$ cat src/rtl/pwm_dt_pkg.sv
// pwm_dt_pkg
// Shared types and defaults for the complementary dead-time generator.
//   dt_state_e    : per-pair FSM state, OFF encoded as 0 so a cleared
//                   register always means "not driving".
//   DeadDwDefault : default width of the dead-time counters.
//   NPairsDefault : default number of complementary pairs.
package pwm_dt_pkg;

  localparam int DeadDwDefault = 8;
  localparam int NPairsDefault = 6;

  typedef enum logic [2:0] {
    OFF   = 3'd0,
    DT_HS = 3'd1,
    HS_ON = 3'd2,
    DT_LS = 3'd3,
    LS_ON = 3'd4
  } dt_state_e;

endpackage

$ cat src/rtl/pwm_dt_pair.sv
// pwm_dt_pair
// One complementary high-side/low-side pair with dead-time insertion.
// Ports:
//   clk_core_i  : core clock
//   rst_core_ni : asynchronous active-low reset
//   pwm_i       : raw PWM bit for this pair
//   en_i        : pair enable
//   kill_i      : forces the pair to OFF (fault), same priority as en_i=0
//   dt_rise_i   : dead cycles before high side asserts, minus 1
//   dt_fall_i   : dead cycles before low side asserts, minus 1
//   hs_o        : high-side drive, registered
//   ls_o        : low-side drive, registered
//   active_o    : pair not in OFF, registered
module pwm_dt_pair
  import pwm_dt_pkg::*;
#(
  parameter int DeadDw = DeadDwDefault
) (
  input  logic              clk_core_i,
  input  logic              rst_core_ni,
  input  logic              pwm_i,
  input  logic              en_i,
  input  logic              kill_i,
  input  logic [DeadDw-1:0] dt_rise_i,
  input  logic [DeadDw-1:0] dt_fall_i,
  output logic              hs_o,
  output logic              ls_o,
  output logic              active_o
);

  dt_state_e         state_q, state_d;
  logic [DeadDw-1:0] cnt_q, cnt_d;

  // Next-state logic. Every route into an ON state passes through a DT_*
  // state whose counter is freshly loaded, which is what guarantees the
  // both-low gap. An abort from one DT state to the other reloads the
  // counter, so a short pwm pulse never shortens the opposite gap.
  always_comb begin
    state_d = state_q;
    cnt_d   = cnt_q;
    if (!en_i || kill_i) begin
      state_d = OFF;
      cnt_d   = '0;
    end else begin
      case (state_q)
        OFF: begin
          if (pwm_i) begin
            state_d = DT_HS;
            cnt_d   = dt_rise_i;
          end else begin
            state_d = DT_LS;
            cnt_d   = dt_fall_i;
          end
        end
        DT_HS: begin
          if (!pwm_i) begin
            state_d = DT_LS;
            cnt_d   = dt_fall_i;
          end else if (cnt_q == '0) begin
            state_d = HS_ON;
          end else begin
            cnt_d = cnt_q - DeadDw'(1);
          end
        end
        DT_LS: begin
          if (pwm_i) begin
            state_d = DT_HS;
            cnt_d   = dt_rise_i;
          end else if (cnt_q == '0) begin
            state_d = LS_ON;
          end else begin
            cnt_d = cnt_q - DeadDw'(1);
          end
        end
        HS_ON: begin
          if (!pwm_i) begin
            state_d = DT_LS;
            cnt_d   = dt_fall_i;
          end
        end
        LS_ON: begin
          if (pwm_i) begin
            state_d = DT_HS;
            cnt_d   = dt_rise_i;
          end
        end
        default: begin
          state_d = OFF;
          cnt_d   = '0;
        end
      endcase
    end
  end

  // Outputs are decoded from the next state so they change on the same
  // edge as the state register, with no combinational path to the pins.
  always_ff @(posedge clk_core_i or negedge rst_core_ni) begin
    if (!rst_core_ni) begin
      state_q  <= OFF;
      cnt_q    <= '0;
      hs_o     <= 1'b0;
      ls_o     <= 1'b0;
      active_o <= 1'b0;
    end else begin
      state_q  <= state_d;
      cnt_q    <= cnt_d;
      hs_o     <= (state_d == HS_ON);
      ls_o     <= (state_d == LS_ON);
      active_o <= (state_d != OFF);
    end
  end

endmodule

$ cat src/rtl/pwm_deadtime.sv
// pwm_deadtime
// Turns each pwm_core output bit into a complementary high/low-side drive
// pair with programmable dead time; both sides are never high together.
// Ports:
//   clk_core_i  : core clock
//   rst_core_ni : asynchronous active-low reset
//   pwm_i       : raw PWM, one bit per pair
//   en_i        : per-pair enable
//   dt_rise_i   : dead cycles before high side asserts, minus 1
//   dt_fall_i   : dead cycles before low side asserts, minus 1
//   hs_o        : high-side drives, registered
//   ls_o        : low-side drives, registered
//   active_o    : pair not in OFF
//   fault_i     : sets the sticky fault latch      (PWM_DT_FAULT_EN only)
//   fault_clr_i : clears the fault latch           (PWM_DT_FAULT_EN only)
//   fault_o     : fault latch state                (PWM_DT_FAULT_EN only)
// Build option: define PWM_DT_FAULT_EN to add the fault latch and ports.
module pwm_deadtime
  import pwm_dt_pkg::*;
#(
  parameter int NPairs = NPairsDefault,
  parameter int DeadDw = DeadDwDefault
) (
  input  logic              clk_core_i,
  input  logic              rst_core_ni,
  input  logic [NPairs-1:0] pwm_i,
  input  logic [NPairs-1:0] en_i,
  input  logic [DeadDw-1:0] dt_rise_i,
  input  logic [DeadDw-1:0] dt_fall_i,
  output logic [NPairs-1:0] hs_o,
  output logic [NPairs-1:0] ls_o,
  output logic [NPairs-1:0] active_o
`ifdef PWM_DT_FAULT_EN
  ,
  input  logic              fault_i,
  input  logic              fault_clr_i,
  output logic              fault_o
`endif
);

  logic kill;

`ifdef PWM_DT_FAULT_EN
  logic fault_q;

  // Sticky fault latch; a new fault beats a clear in the same cycle.
  always_ff @(posedge clk_core_i or negedge rst_core_ni) begin
    if (!rst_core_ni) begin
      fault_q <= 1'b0;
    end else if (fault_i) begin
      fault_q <= 1'b1;
    end else if (fault_clr_i) begin
      fault_q <= 1'b0;
    end
  end

  // fault_i is included directly so the pairs drop on the same edge that
  // sets the latch, and the latch keeps them in OFF until it is cleared.
  assign kill    = fault_i | fault_q;
  assign fault_o = fault_q;
`else
  assign kill = 1'b0;
`endif

  for (genvar i = 0; i < NPairs; i++) begin : g_pair
    pwm_dt_pair #(
      .DeadDw(DeadDw)
    ) u_pair (
      .clk_core_i (clk_core_i),
      .rst_core_ni(rst_core_ni),
      .pwm_i      (pwm_i[i]),
      .en_i       (en_i[i]),
      .kill_i     (kill),
      .dt_rise_i  (dt_rise_i),
      .dt_fall_i  (dt_fall_i),
      .hs_o       (hs_o[i]),
      .ls_o       (ls_o[i]),
      .active_o   (active_o[i])
    );
  end

endmodule

$ cat config.mk
export PLATFORM = sky130hd
export DESIGN_NAME = pwm_deadtime
export DESIGN_NICKNAME = d
export VERILOG_FILES = /design/src/rtl/pwm_dt_pkg.sv /design/src/rtl/pwm_dt_pair.sv /design/src/rtl/pwm_deadtime.sv
export SDC_FILE = /design/constraint.sdc
export NUM_CORES = 1
export LEC_CHECK = 0
export BUFFER_PORTS_ARGS = -buffer_cell sky130_fd_sc_hd__buf_2
export CORE_ASPECT_RATIO = 1.1
export CORE_MARGIN = 2
export CORE_UTILIZATION = 35
export DETAILED_ROUTE_END_ITERATION = 16
export GPL_TIMING_DRIVEN = 0
export HOLD_SLACK_MARGIN = 0.1
export MAX_ROUTING_LAYER = met4
export SLEW_MARGIN = 25
export SYNTH_ARGS = -nofsm -noshare
export SYNTH_HDL_FRONTEND = slang
export SYNTH_SLANG_ARGS = --single-unit
export TNS_END_PERCENT = 20
$ cat constraint.sdc
create_clock -name clk_core_i -period 3.5 [get_ports clk_core_i]
set_input_delay 0 -clock clk_core_i [delete_from_list [all_inputs] [get_ports clk_core_i]]
set_output_delay 0 -clock clk_core_i [all_outputs]
set_load 0.03 [all_outputs]
==> results by group <==
STA
  – Max Slew Vio Count: 0
  – Finish-stage setup viols: 0
  – RSZ-0062 raised after global routing: no
  – TNS Setup: 0 ns
  – Peak Freq: between 400 and 500 MHz
  – Final hold viol count: 0
  – Worst-Margin Slew: roughly 0.9 ns
  – Final min period: about 2.3 ns
  – Max-slew headroom: 0.384
  – Post-Route Skew: 0.00479 ns
  – Final period utilization: 0.667

CTS
  – Clock tree from TritonCTS: done
  – Worst-Skew Late Latency: roughly 0.35 ns
  – Clock root cell: clkbuf_16
  – Post-cts resize count: 0
  – CTS Sinks: between 80 and 90
  – H-tree depth: 3
  – TritonCTS Buffers: 9
  – Clk slew on worst S/H paths: approximately 0.060 ns
  – Clock tree buffer depth: 2

Cells and area
  – Cell area after layout: between 7000 and 8000 sq um
  – Fill count: between 1,500 and 2,000
  – Ratio of cells with drive above 1 in the final layout: 0.125
  – ANT cells: 0
  – Nets: between 900 and 1,000
  – Area Overhead vs Synth: 14.5%

Placed design
  – Dpl hpwl: roughly 13 mm
  – Area after DPL: between 7000 and 8000 sq um
  – I/O Buffers: between 40 and 50
  – Gpl congestion: 0.893

Route
  – Drt first pass iters: 5
  – Via Count: 6,288
  – Drt first-iter violations: ~620
  – Drc violations: 0
  – Vias per Instance: around 5.7
  – Drt total wl: 18.6 mm
  – DR WL/cell: approximately 17 microns
  – Final ANT Viol Nets: 0

Synth
  – Async SR Flop Fraction: 1.00
  – Top cell type's share of synthesized area: 0.326
  – Syn Nets: 832
  – Syn Inst Count: 790
  – Area leader, netlist: dfrtp_1
  – Post-synth EDFFs: 0
  – Synthesized cell area: approximately 6400 sq um
  – Commonest cells post-synth: dfrtp_1, o21ai_0, nand2_1, nor2_1, a21oi_1
  – Most used DFF post-synth: dfrtp_1
  – Distinct cells, synth: 71
  – Synth Area per Inst: ~8.2 sq um
  – Synth warn: 0
  – Sequential area share after synthesis: 0.326
  – Top-count cell post-synth: dfrtp_1
  – Synth top area cells: dfrtp_1, o21ai_0, a22oi_1
  – #FFs+latches synth: 84

Die
  – Full die area: 19,500 sq um
  – Height of the die: around 150 microns
  – I/O pins: 48
  – Initial core utilization: 0.354
  – Die extent in x: 133 microns
  – # rows: 52
  – Core area: ~18,000 sq um

Job
  – Max-cap violations: 0

Global route
  – GRT Residual Overflow: 0
  – Pin count of the biggest net entering global routing: 57
  – First-pass GRT wire length: slightly above 30 mm
  – GR Util All Layers: 0.200
  – Vias in the first global route: about 6,000
  – Initial antenna violation count: 0

Worst setup path
  – WP data required: 3.77 ns
  – Worst Setup Path Type: reg2reg
  – Critical Path Sink Type: register
  – Startpoint types: register
  – Worst path arrival time: 2.61 ns
  – CP max FO: 8

Pwr
  – Leak: between 3 and 4 nW
  – Total power: around 3.3 mW
  – Pwr dens: around 450 nW/um^2
  – Max VDD drop: 0.227 mV

Status
  – Status: finished, final reports clean

Worst hold path
  – Worst Hold Class: in2reg
## flip-flops by register name (all words and copies together) (netlist names)
signal / count
g_pair.u_pair.active_o: 6
g_pair.u_pair.cnt_q: 48
g_pair.u_pair.hs_o: 6
g_pair.u_pair.ls_o: 6
g_pair.u_pair.state_q: 18
## critical path, cell delays in order, from the launching register on
cell and delay, ns:
dfrtp_1 0.37, inv_1 0.12, ha_1 0.20, or3b_2 0.50, nor2_2 0.33, mux2_2 0.38
o221a_2 0.26, a21oi_1 0.11
## placed cells by master (no fill, tap or decap), types with 5 or more instances in the layout
master         instances
ha_1                  12
nor4_1                11
inv_1                 30
nor3b_1               16
a22o_1                 5
a221oi_1              16
or3_1                  5
a21oi_1               45
buf_1                  5
o21a_1                 9
buf_2                 51
o211ai_1               7
clkbuf_16              9
nand3_1               10
a22oi_1               35
nand4_1                7
nor2_1                62
nand2_1               62
nor3_1                20
a31oi_1               12
mux2_2                 6
and3_1                13
nand3b_1               7
o21ai_0               77
mux2i_1               15
clkbuf_1              34
o22ai_1                6
dlygate4sd3_1         13
a211oi_1              12
and3b_1                7
dfrtp_1               84
a32oi_1                6
o2bb2ai_1             15
nand2b_1              15
nor2b_1               20
xor2_1                 5
o32ai_1                7
buf_4                 18
## layout make-up
class / instances / area, sq um / area share
plain buffers: 65 / 329 / 0.0446
inverters: 30 / 113 / 0.0153
multi-input cells: 611 / 3900 / 0.529
clock buffers: 10 / 229 / 0.0310
repair buffers: 58 / 384 / 0.0520
clock inverters: 3 / 17.5 / 0.00237
flip-flops and latches: 84 / 2100 / 0.285
well taps: 243 / 304 / 0.0412
## metal layers
layer	GRT usage	routed length, microns	up-vias
met1	0.272	8850	3012
met2	0.306	8620	162
met4	0.0676	290	0
li1	-	-	3094
met5	-	0	-
met3	0.0278	866	20
## where the power goes
part	switching (mW)	internal [mW]
registers	0.138	1.09
logic	0.732	0.496
clock network	0.397	0.467
total	1.27	2.05
## cell families after synthesis
logic type	synth area share
buf+inv	0.0685
compound gates	0.298
xor+xnor	0.00815
fa+ha+maj	0.0233
mux	0.0338
simple gates	0.242
flops	0.326
## path summary, 6_finish.rpt
kind                                                 from                     endpoint  slack, ns  cells after the start
max in group asynchronous                     rst_core_ni    g_pair[4].u_pair.cnt_q[3]       2.10                      4
min in group asynchronous                     rst_core_ni    g_pair[4].u_pair.cnt_q[2]       0.63                      3
worst min register to register  g_pair[5].u_pair.cnt_q[7]    g_pair[5].u_pair.cnt_q[7]       0.52                      2
worst max register to register  g_pair[2].u_pair.cnt_q[0]    g_pair[2].u_pair.cnt_q[1]       1.16                      7
worst min-delay path                             pwm_i[4]  g_pair[4].u_pair.state_q[0]       0.12                      4
worst max-delay path            g_pair[2].u_pair.cnt_q[0]    g_pair[2].u_pair.cnt_q[1]       1.16                      7
## per-stage QoR
| step | hold slack [ns] | utilization | std cells | worst slack [ns] |
|---|---|---|---|---|
| 5_1_grt | 0.170 | 0.405 | 1104 | 1.05 |
| 3_3_place_gp | 0.286 | 0.383 | 1077 | 1.19 |
| 6_report | 0.124 | 0.405 | 1104 | 1.16 |
| 3_5_place_dp | -0.0916 | 0.385 | 1078 | 1.20 |
| 4_1_cts | 0.107 | 0.405 | 1104 | 1.18 |
| 2_1_floorplan | -0.296 | - | 790 | 1.40 |
## what timing repair did
| item | 4_1_cts | 5_1_grt |
|---|---|---|
| hold endpoints to repair | 110 | 0 |
| hold buffers | 13 | 0 |
| buffers inserted | 0 | 0 |
Power figures use the tool's default switching activity.
